`src/rtl/servant_pkg.sv`:
```
// rtl/servant_pkg.sv - shared region codes, register offsets and byte-lane helper
package servant_pkg;

   typedef enum logic [1:0] {
      REGION_MEM   = 2'b00,
      REGION_GPIO  = 2'b01,
      REGION_TIMER = 2'b10,
      REGION_NONE  = 2'b11
   } region_e;

   localparam logic [1:0] OFF_GPIO_OUT = 2'd0;
   localparam logic [1:0] OFF_GPIO_IN  = 2'd1;
   localparam logic [1:0] OFF_MTIME    = 2'd0;
   localparam logic [1:0] OFF_MTIMECMP = 2'd1;
   localparam logic [1:0] OFF_CTRL     = 2'd2;

   localparam int CTRL_IRQ_EN = 0;
   localparam int CTRL_RUN    = 1;

   function automatic logic [31:0] byte_merge(input logic [31:0] old_v,
                                              input logic [31:0] new_v,
                                              input logic [3:0]  sel);
      logic [31:0] res;
      for (int b = 0; b < 4; b++) begin
         res[8*b +: 8] = sel[b] ? new_v[8*b +: 8] : old_v[8*b +: 8];
      end
      return res;
   endfunction

endpackage

```
`src/rtl/servant_periph_timer.sv`:
```
// rtl/servant_periph_timer.sv - MTIME/MTIMECMP/CTRL machine timer with registered compare irq
module servant_periph_timer
   import servant_pkg::*;
#(
   parameter int TIMER_W = 32
) (
   input  logic        i_clk,
   input  logic        i_rst,
   input  logic        i_we_time,
   input  logic        i_we_cmp,
   input  logic        i_we_ctrl,
   input  logic [3:0]  i_sel,
   input  logic [31:0] i_dat,
   output logic [31:0] o_mtime,
   output logic [31:0] o_mtimecmp,
   output logic [1:0]  o_ctrl,
   output logic        o_irq
);

   localparam logic [TIMER_W-1:0] ONE = TIMER_W'(1);

   logic [TIMER_W-1:0] r_mtime;
   logic [TIMER_W-1:0] r_cmp;
   logic [1:0]         r_ctrl;
   logic               r_irq;

   logic [31:0]        w_time32;
   logic [31:0]        w_cmp32;
   logic [31:0]        w_time_wr;
   logic [31:0]        w_cmp_wr;
   logic [TIMER_W-1:0] w_diff;

   always_comb begin
      w_time32                = '0;
      w_time32[TIMER_W-1:0]   = r_mtime;
      w_cmp32                 = '0;
      w_cmp32[TIMER_W-1:0]    = r_cmp;
   end

   assign w_time_wr = byte_merge(w_time32, i_dat, i_sel);
   assign w_cmp_wr  = byte_merge(w_cmp32, i_dat, i_sel);
   // Wrap-safe "reached": the difference is non-negative when its MSB is clear.
   assign w_diff    = r_mtime - r_cmp;

   always_ff @(posedge i_clk) begin
      if (i_rst) begin
         r_mtime <= '0;
         r_cmp   <= '1;
         r_ctrl  <= '0;
         r_irq   <= 1'b0;
      end else begin
         if (i_we_time) begin
            r_mtime <= w_time_wr[TIMER_W-1:0];
         end else if (r_ctrl[CTRL_RUN]) begin
            r_mtime <= r_mtime + ONE;
         end
         if (i_we_cmp) begin
            r_cmp <= w_cmp_wr[TIMER_W-1:0];
         end
         if (i_we_ctrl && i_sel[0]) begin
            r_ctrl <= i_dat[1:0];
         end
         r_irq <= r_ctrl[CTRL_IRQ_EN] & ~w_diff[TIMER_W-1];
      end
   end

   assign o_mtime    = w_time32;
   assign o_mtimecmp = w_cmp32;
   assign o_ctrl     = r_ctrl;
   assign o_irq      = r_irq;

endmodule

```
`src/rtl/servant_periph_mux.sv`:
```
// rtl/servant_periph_mux.sv - CPU bus decoder: memory pass-through, GPIO, timer, unmapped
module servant_periph_mux
   import servant_pkg::*;
#(
   parameter int GPIO_W     = 8,
   parameter int TIMER_W    = 32,
   parameter int WITH_TIMER = 1
) (
   input  logic              i_clk,
   input  logic              i_rst,
   input  logic [31:0]       i_wb_cpu_adr,
   input  logic [31:0]       i_wb_cpu_dat,
   input  logic [3:0]        i_wb_cpu_sel,
   input  logic              i_wb_cpu_we,
   input  logic              i_wb_cpu_cyc,
   output logic [31:0]       o_wb_cpu_rdt,
   output logic              o_wb_cpu_ack,
   output logic [31:0]       o_wb_mem_adr,
   output logic [31:0]       o_wb_mem_dat,
   output logic [3:0]        o_wb_mem_sel,
   output logic              o_wb_mem_we,
   output logic              o_wb_mem_cyc,
   input  logic [31:0]       i_wb_mem_rdt,
   input  logic              i_wb_mem_ack,
   output logic [GPIO_W-1:0] o_gpio,
   input  logic [GPIO_W-1:0] i_gpio,
   output logic              o_timer_irq
);

   region_e           w_region;
   logic [1:0]        w_off;
   logic              w_mem_hit;
   logic              w_wr;
   logic              w_tmr_wr;
   logic [31:0]       w_rd_data;

   logic              r_ack;
   logic [31:0]       r_rdt;
   logic [GPIO_W-1:0] r_gpio;
   logic [GPIO_W-1:0] r_sync1;
   logic [GPIO_W-1:0] r_sync2;
   logic [GPIO_W-1:0] w_gpio_nxt;
   logic [31:0]       w_gpio_out32;
   logic [31:0]       w_gpio_in32;

   logic [31:0]       w_tmr_time;
   logic [31:0]       w_tmr_cmp;
   logic [1:0]        w_tmr_ctrl;
   logic              w_tmr_irq;

   assign w_region  = region_e'(i_wb_cpu_adr[31:30]);
   assign w_off     = i_wb_cpu_adr[3:2];
   assign w_mem_hit = (w_region == REGION_MEM);

   assign o_wb_mem_adr = i_wb_cpu_adr;
   assign o_wb_mem_dat = i_wb_cpu_dat;
   assign o_wb_mem_sel = i_wb_cpu_sel;
   assign o_wb_mem_we  = i_wb_cpu_we;
   assign o_wb_mem_cyc = i_wb_cpu_cyc & w_mem_hit;

   // Peripheral ack is masked by reset so a transaction interrupted by reset never completes.
   assign o_wb_cpu_ack = w_mem_hit ? i_wb_mem_ack : (r_ack & ~i_rst);
   assign o_wb_cpu_rdt = w_mem_hit ? i_wb_mem_rdt : r_rdt;

   assign w_wr     = i_wb_cpu_cyc & i_wb_cpu_we & r_ack & ~w_mem_hit;
   assign w_tmr_wr = w_wr & (w_region == REGION_TIMER);

   always_ff @(posedge i_clk) begin
      if (i_rst) begin
         r_ack <= 1'b0;
      end else begin
         r_ack <= i_wb_cpu_cyc & ~w_mem_hit & ~r_ack;
      end
   end

   always_ff @(posedge i_clk) begin
      r_rdt <= w_rd_data;
   end

   always_comb begin
      w_gpio_nxt = r_gpio;
      for (int i = 0; i < GPIO_W; i++) begin
         if (i_wb_cpu_sel[i/8]) begin
            w_gpio_nxt[i] = i_wb_cpu_dat[i];
         end
      end
   end

   always_ff @(posedge i_clk) begin
      if (i_rst) begin
         r_gpio  <= '0;
         r_sync1 <= '0;
         r_sync2 <= '0;
      end else begin
         r_sync1 <= i_gpio;
         r_sync2 <= r_sync1;
         if (w_wr && (w_region == REGION_GPIO) && (w_off == OFF_GPIO_OUT)) begin
            r_gpio <= w_gpio_nxt;
         end
      end
   end

   assign o_gpio = r_gpio;

   always_comb begin
      w_gpio_out32               = '0;
      w_gpio_out32[GPIO_W-1:0]   = r_gpio;
      w_gpio_in32                = '0;
      w_gpio_in32[GPIO_W-1:0]    = r_sync2;
   end

   generate
      if (WITH_TIMER != 0) begin : g_timer
         servant_periph_timer #(
            .TIMER_W(TIMER_W)
         ) u_timer (
            .i_clk      (i_clk),
            .i_rst      (i_rst),
            .i_we_time  (w_tmr_wr && (w_off == OFF_MTIME)),
            .i_we_cmp   (w_tmr_wr && (w_off == OFF_MTIMECMP)),
            .i_we_ctrl  (w_tmr_wr && (w_off == OFF_CTRL)),
            .i_sel      (i_wb_cpu_sel),
            .i_dat      (i_wb_cpu_dat),
            .o_mtime    (w_tmr_time),
            .o_mtimecmp (w_tmr_cmp),
            .o_ctrl     (w_tmr_ctrl),
            .o_irq      (w_tmr_irq)
         );
      end else begin : g_no_timer
         assign w_tmr_time = '0;
         assign w_tmr_cmp  = '0;
         assign w_tmr_ctrl = '0;
         assign w_tmr_irq  = 1'b0;
      end
   endgenerate

   assign o_timer_irq = w_tmr_irq;

   always_comb begin
      w_rd_data = '0;
      case (w_region)
         REGION_GPIO: begin
            if (w_off == OFF_GPIO_OUT) begin
               w_rd_data = w_gpio_out32;
            end else if (w_off == OFF_GPIO_IN) begin
               w_rd_data = w_gpio_in32;
            end
         end
         REGION_TIMER: begin
            if (w_off == OFF_MTIME) begin
               w_rd_data = w_tmr_time;
            end else if (w_off == OFF_MTIMECMP) begin
               w_rd_data = w_tmr_cmp;
            end else if (w_off == OFF_CTRL) begin
               w_rd_data = {30'd0, w_tmr_ctrl};
            end
         end
         default: w_rd_data = '0;
      endcase
   end

endmodule

```
`config.mk`:
```
export PLATFORM = sky130hd
export DESIGN_NAME = servant_periph_mux
export DESIGN_NICKNAME = d
export VERILOG_FILES = /design/src/rtl/servant_pkg.sv /design/src/rtl/servant_periph_timer.sv /design/src/rtl/servant_periph_mux.sv
export SDC_FILE = /design/constraint.sdc
export NUM_CORES = 1
export LEC_CHECK = 0
export BUFFER_PORTS_ARGS = -buffer_cell sky130_fd_sc_hd__buf_2
export CORE_ASPECT_RATIO = 0.75
export CORE_MARGIN = 3
export CORE_UTILIZATION = 55
export DETAILED_ROUTE_END_ITERATION = 12
export GPL_TIMING_DRIVEN = 1
export PLACE_DENSITY = 0.84
export SLEW_MARGIN = 0
export SYNTH_ARGS = -nofsm -noshare
export SYNTH_HDL_FRONTEND = slang
export SYNTH_SLANG_ARGS = --single-unit
```
`constraint.sdc`:
```
create_clock -name i_clk -period 3.2 [get_ports i_clk]
set_clock_uncertainty 0.05 [all_clocks]
set_input_delay 0 -clock i_clk [delete_from_list [all_inputs] [get_ports i_clk]]
set_output_delay 0 -clock i_clk [all_outputs]
set_load 0.01 [all_outputs]
```
==> results.ini <==
[hold_path]
hold_end=g_timer.u_timer.o_mtime[26]
hold_class=input port to register
min_path_cells=4
min_from=i_wb_cpu_sel[3]

[grt]
overflow=0
use_met3_pct=5.49
grt_pass1_vias=6243
grt.total_usage_pct=27.2
met1_usage_pct=37.4
grt_max_degree=55
met2_usage_pct=42.6
antenna_found_initial=0
top_usage_layer=met2
grt_pass1_wl_um=31100

[logic_synthesis]
synthArstFlopShare_pct=0
ys_types=56
synth.top_cell.area_share_pct=35.4
netlist_instances=815
synthFlopType=dfxtp_1
synth_edf_count=0
synth_area_um2=7000
syn-num-nets=962
ys.warnings.count=0
synthTopCellsByArea=dfxtp_1 (35%), mux2i_1 (7.7%), buf_4 (7.4%)
ys_ff_latch=124
seq_area_frac_synth_pct=35.4
yosys.area.top_type=dfxtp_1
avgSynthCellArea_um2=8.59

[floorplan]
core_area_um2=12300
die_area_um2=14100
initial_core_util_pct=56.7
io_pins=225
chipWidth_um=136
rows=35
chipHeight_um=104

[final_layout]
drive_above_1_share_pct=25.2
fillers=905
diodes=0
fin_nets=1119
mostFrequentLayoutCell=buf_2
final_area_um2=8770
syn_to_final_growth_pct=25.2
final_cell_mix=buf_2 (168), dfxtp_1 (124), nand2_1 (103), dlygate4sd3_1 (71), nor2_1 (68)

[clock_tree]
clock_sinks=124
clk_pin_slew_worst_paths_ps=50
numCtsBuffers=17
clk_latency_ps=420
clockRootBuffer=clkbuf_16
post-cts-setup-buffer-count=0
cts_max_level=4
cts_tree=done
cts.path.max_buffers=2

[worst_setup_path]
slowest_stage=nor3_2
r2r_start=g_timer.u_timer.o_mtime[1]
path_cells=ha_1, nand3_1, or3_1, nor3_2, a311oi_1, a2111oi_0
crit_path_start_kind=register
slowest_delay_ps=560
r2r_slack_ps=560
crit_arrival_ps=2880
critical-path-top-delay-family=simple AND/OR/NAND/NOR gates
required_ps=3440
r2r_end=g_timer.u_timer.o_mtime[16]
timing.critical_path.buf_inv=0
path_max_fanout=12
endpoint_kind=register
critPathKind=register to register
ff2ff_path_depth=6

[sta]
slew_headroom_pct=38.9
finalSetupTns_ps=0
period_share_pct=82.5
clock.fmax_mhz=379
timing.final.hold_violations=0
maxSlewViolCount=0
setup_violations=0
worstMarginPinSlew_ps=917
finalCriticalPeriod_ps=2640
rsz0062_at_grt=false

[route]
drc_errors=0
dr.pass1.iters=6
ant_nets=0
wl_per_cell_um=16.8
wl_um=19300
dr_total_vias=6443
vias_per_cell=5.60
drt_iter0_drc=621

[power_and_ir_drop]
leakagePower_nw=4.35
peakVddDrop_uv=355
powerDensity_nw_per_um2=452

[flow_run]
maxCapViolCount=0

[placement]
portBuffers=168
place.gp.congestion=0.892
dpl_cell_area_um2=7440
dp_hpwl_um=12500

[run_status]
outcome=finished clean

-- routing by layer --
metal | vias to the layer above | part of all wire, %
met3 | 35 | 7.9
met1 | 3022 | 45
li1 | 3105 | -
met5 | - | 0
met4 | 0 | 1.4
met2 | 281 | 45
-- Yosys cell counts, types with 3 or more instances --
cell type	instances
nor4_1	9
nor3_1	11
nor2b_1	19
a311oi_1	6
o21ai_0	18
mux2_2	33
dfxtp_1	124
a21oi_1	23
nand2b_1	3
a2111oi_0	5
o21a_1	3
nand3_1	13
and4_1	5
or3_1	3
o22ai_1	8
buf_4	69
a211oi_1	13
nand3b_1	34
nor2_1	68
nand4_1	9
and2_1	10
mux2i_1	54
ha_1	34
buf_1	3
inv_1	35
nand2_1	103
a21o_1	4
and3_1	17
buf_2	5
clkbuf_1	32
a31oi_1	7
-- final cells by class --
cell class	instances	area (um2)	area share [%]
multi-input combinational	547	3720	42.5
sequential	124	2480	28.3
timing repair buffer	247	1610	18.4
clock buffer	25	505	5.76
tap	166	208	2.37
inverter	35	131	1.50
clock inverter	6	108	1.23
-- what timing repair did --
action                     in CTS  in global routing
hold buffers                   71                  0
setup endpoints to repair       0                  1
gates resized for setup         0                  1
hold endpoints to repair      107                  0
-- per-stage QoR --
step	setup WS (ps)	hold WS, ps	util, %	power [mW]	std cells
detailed placement	199	-49.9	60.2	1.91	1048
global placement	339	-49.9	60.2	1.90	1048
floorplan	1090	41.8	-	1.83	815
CTS	235	4.01	71.0	3.96	1150
finish	559	31.3	71.0	3.96	1150
global route	356	68.5	71.0	4.07	1150
-- sequential cells by signal, indices dropped and copies added, names as in the netlist --
name and flops:
g_timer.u_timer.o_mtime 32, g_timer.u_timer.o_mtimecmp 32, r_rdt 32, o_gpio 8
r_sync1 8, r_sync2 8, g_timer.u_timer.o_ctrl 2, g_timer.u_timer.o_irq 1
r_ack 1
-- cells by family (layout without fill, tap and decap cells) --
kind of cell | count (synthesis) | count (layout) | share of synthesized area (%)
flip-flops | 124 | 124 | 35.4
AND/OR/NAND/NOR | 318 | 318 | 23.3
XOR/XNOR | 1 | 1 | 0.125
adder cells (fa/ha/maj) | 34 | 34 | 6.07
multiplexers | 87 | 87 | 13.0
AO/OA/AOI/OAI | 107 | 107 | 10.5
buffers and inverters | 144 | 313 | 11.5
-- worst min-delay path, cell delays in order --
cell	delay (ps)
buf_2	150
nand2_1	110
nor2_1	130
nor4_1	60
-- where the power goes --
part | switching, mW | internal (mW) | leakage [nW]
Combinational | 0.186 | 0.197 | 3.05
Sequential | 0.0118 | 1.57 | 1.01
Clock | 0.677 | 1.32 | 0.299
-- worst max path at each step --
stage	start	endpoint	slack, ps	cells past startpoint
3_3_place_gp	g_timer.u_timer.o_mtime[0]	g_timer.u_timer.o_mtime[16]	340	6
6_report	g_timer.u_timer.o_mtime[1]	g_timer.u_timer.o_mtime[16]	560	6
5_1_grt	g_timer.u_timer.o_mtime[0]	g_timer.u_timer.o_mtime[16]	360	6
3_5_place_dp	g_timer.u_timer.o_mtime[0]	g_timer.u_timer.o_mtime[16]	200	6
2_1_floorplan	g_timer.u_timer.o_mtime[0]	g_timer.u_timer.o_mtime[30]	1090	7
4_1_cts	g_timer.u_timer.o_mtime[1]	g_timer.u_timer.o_mtime[16]	240	6
(Power assumes the default switching activity.)
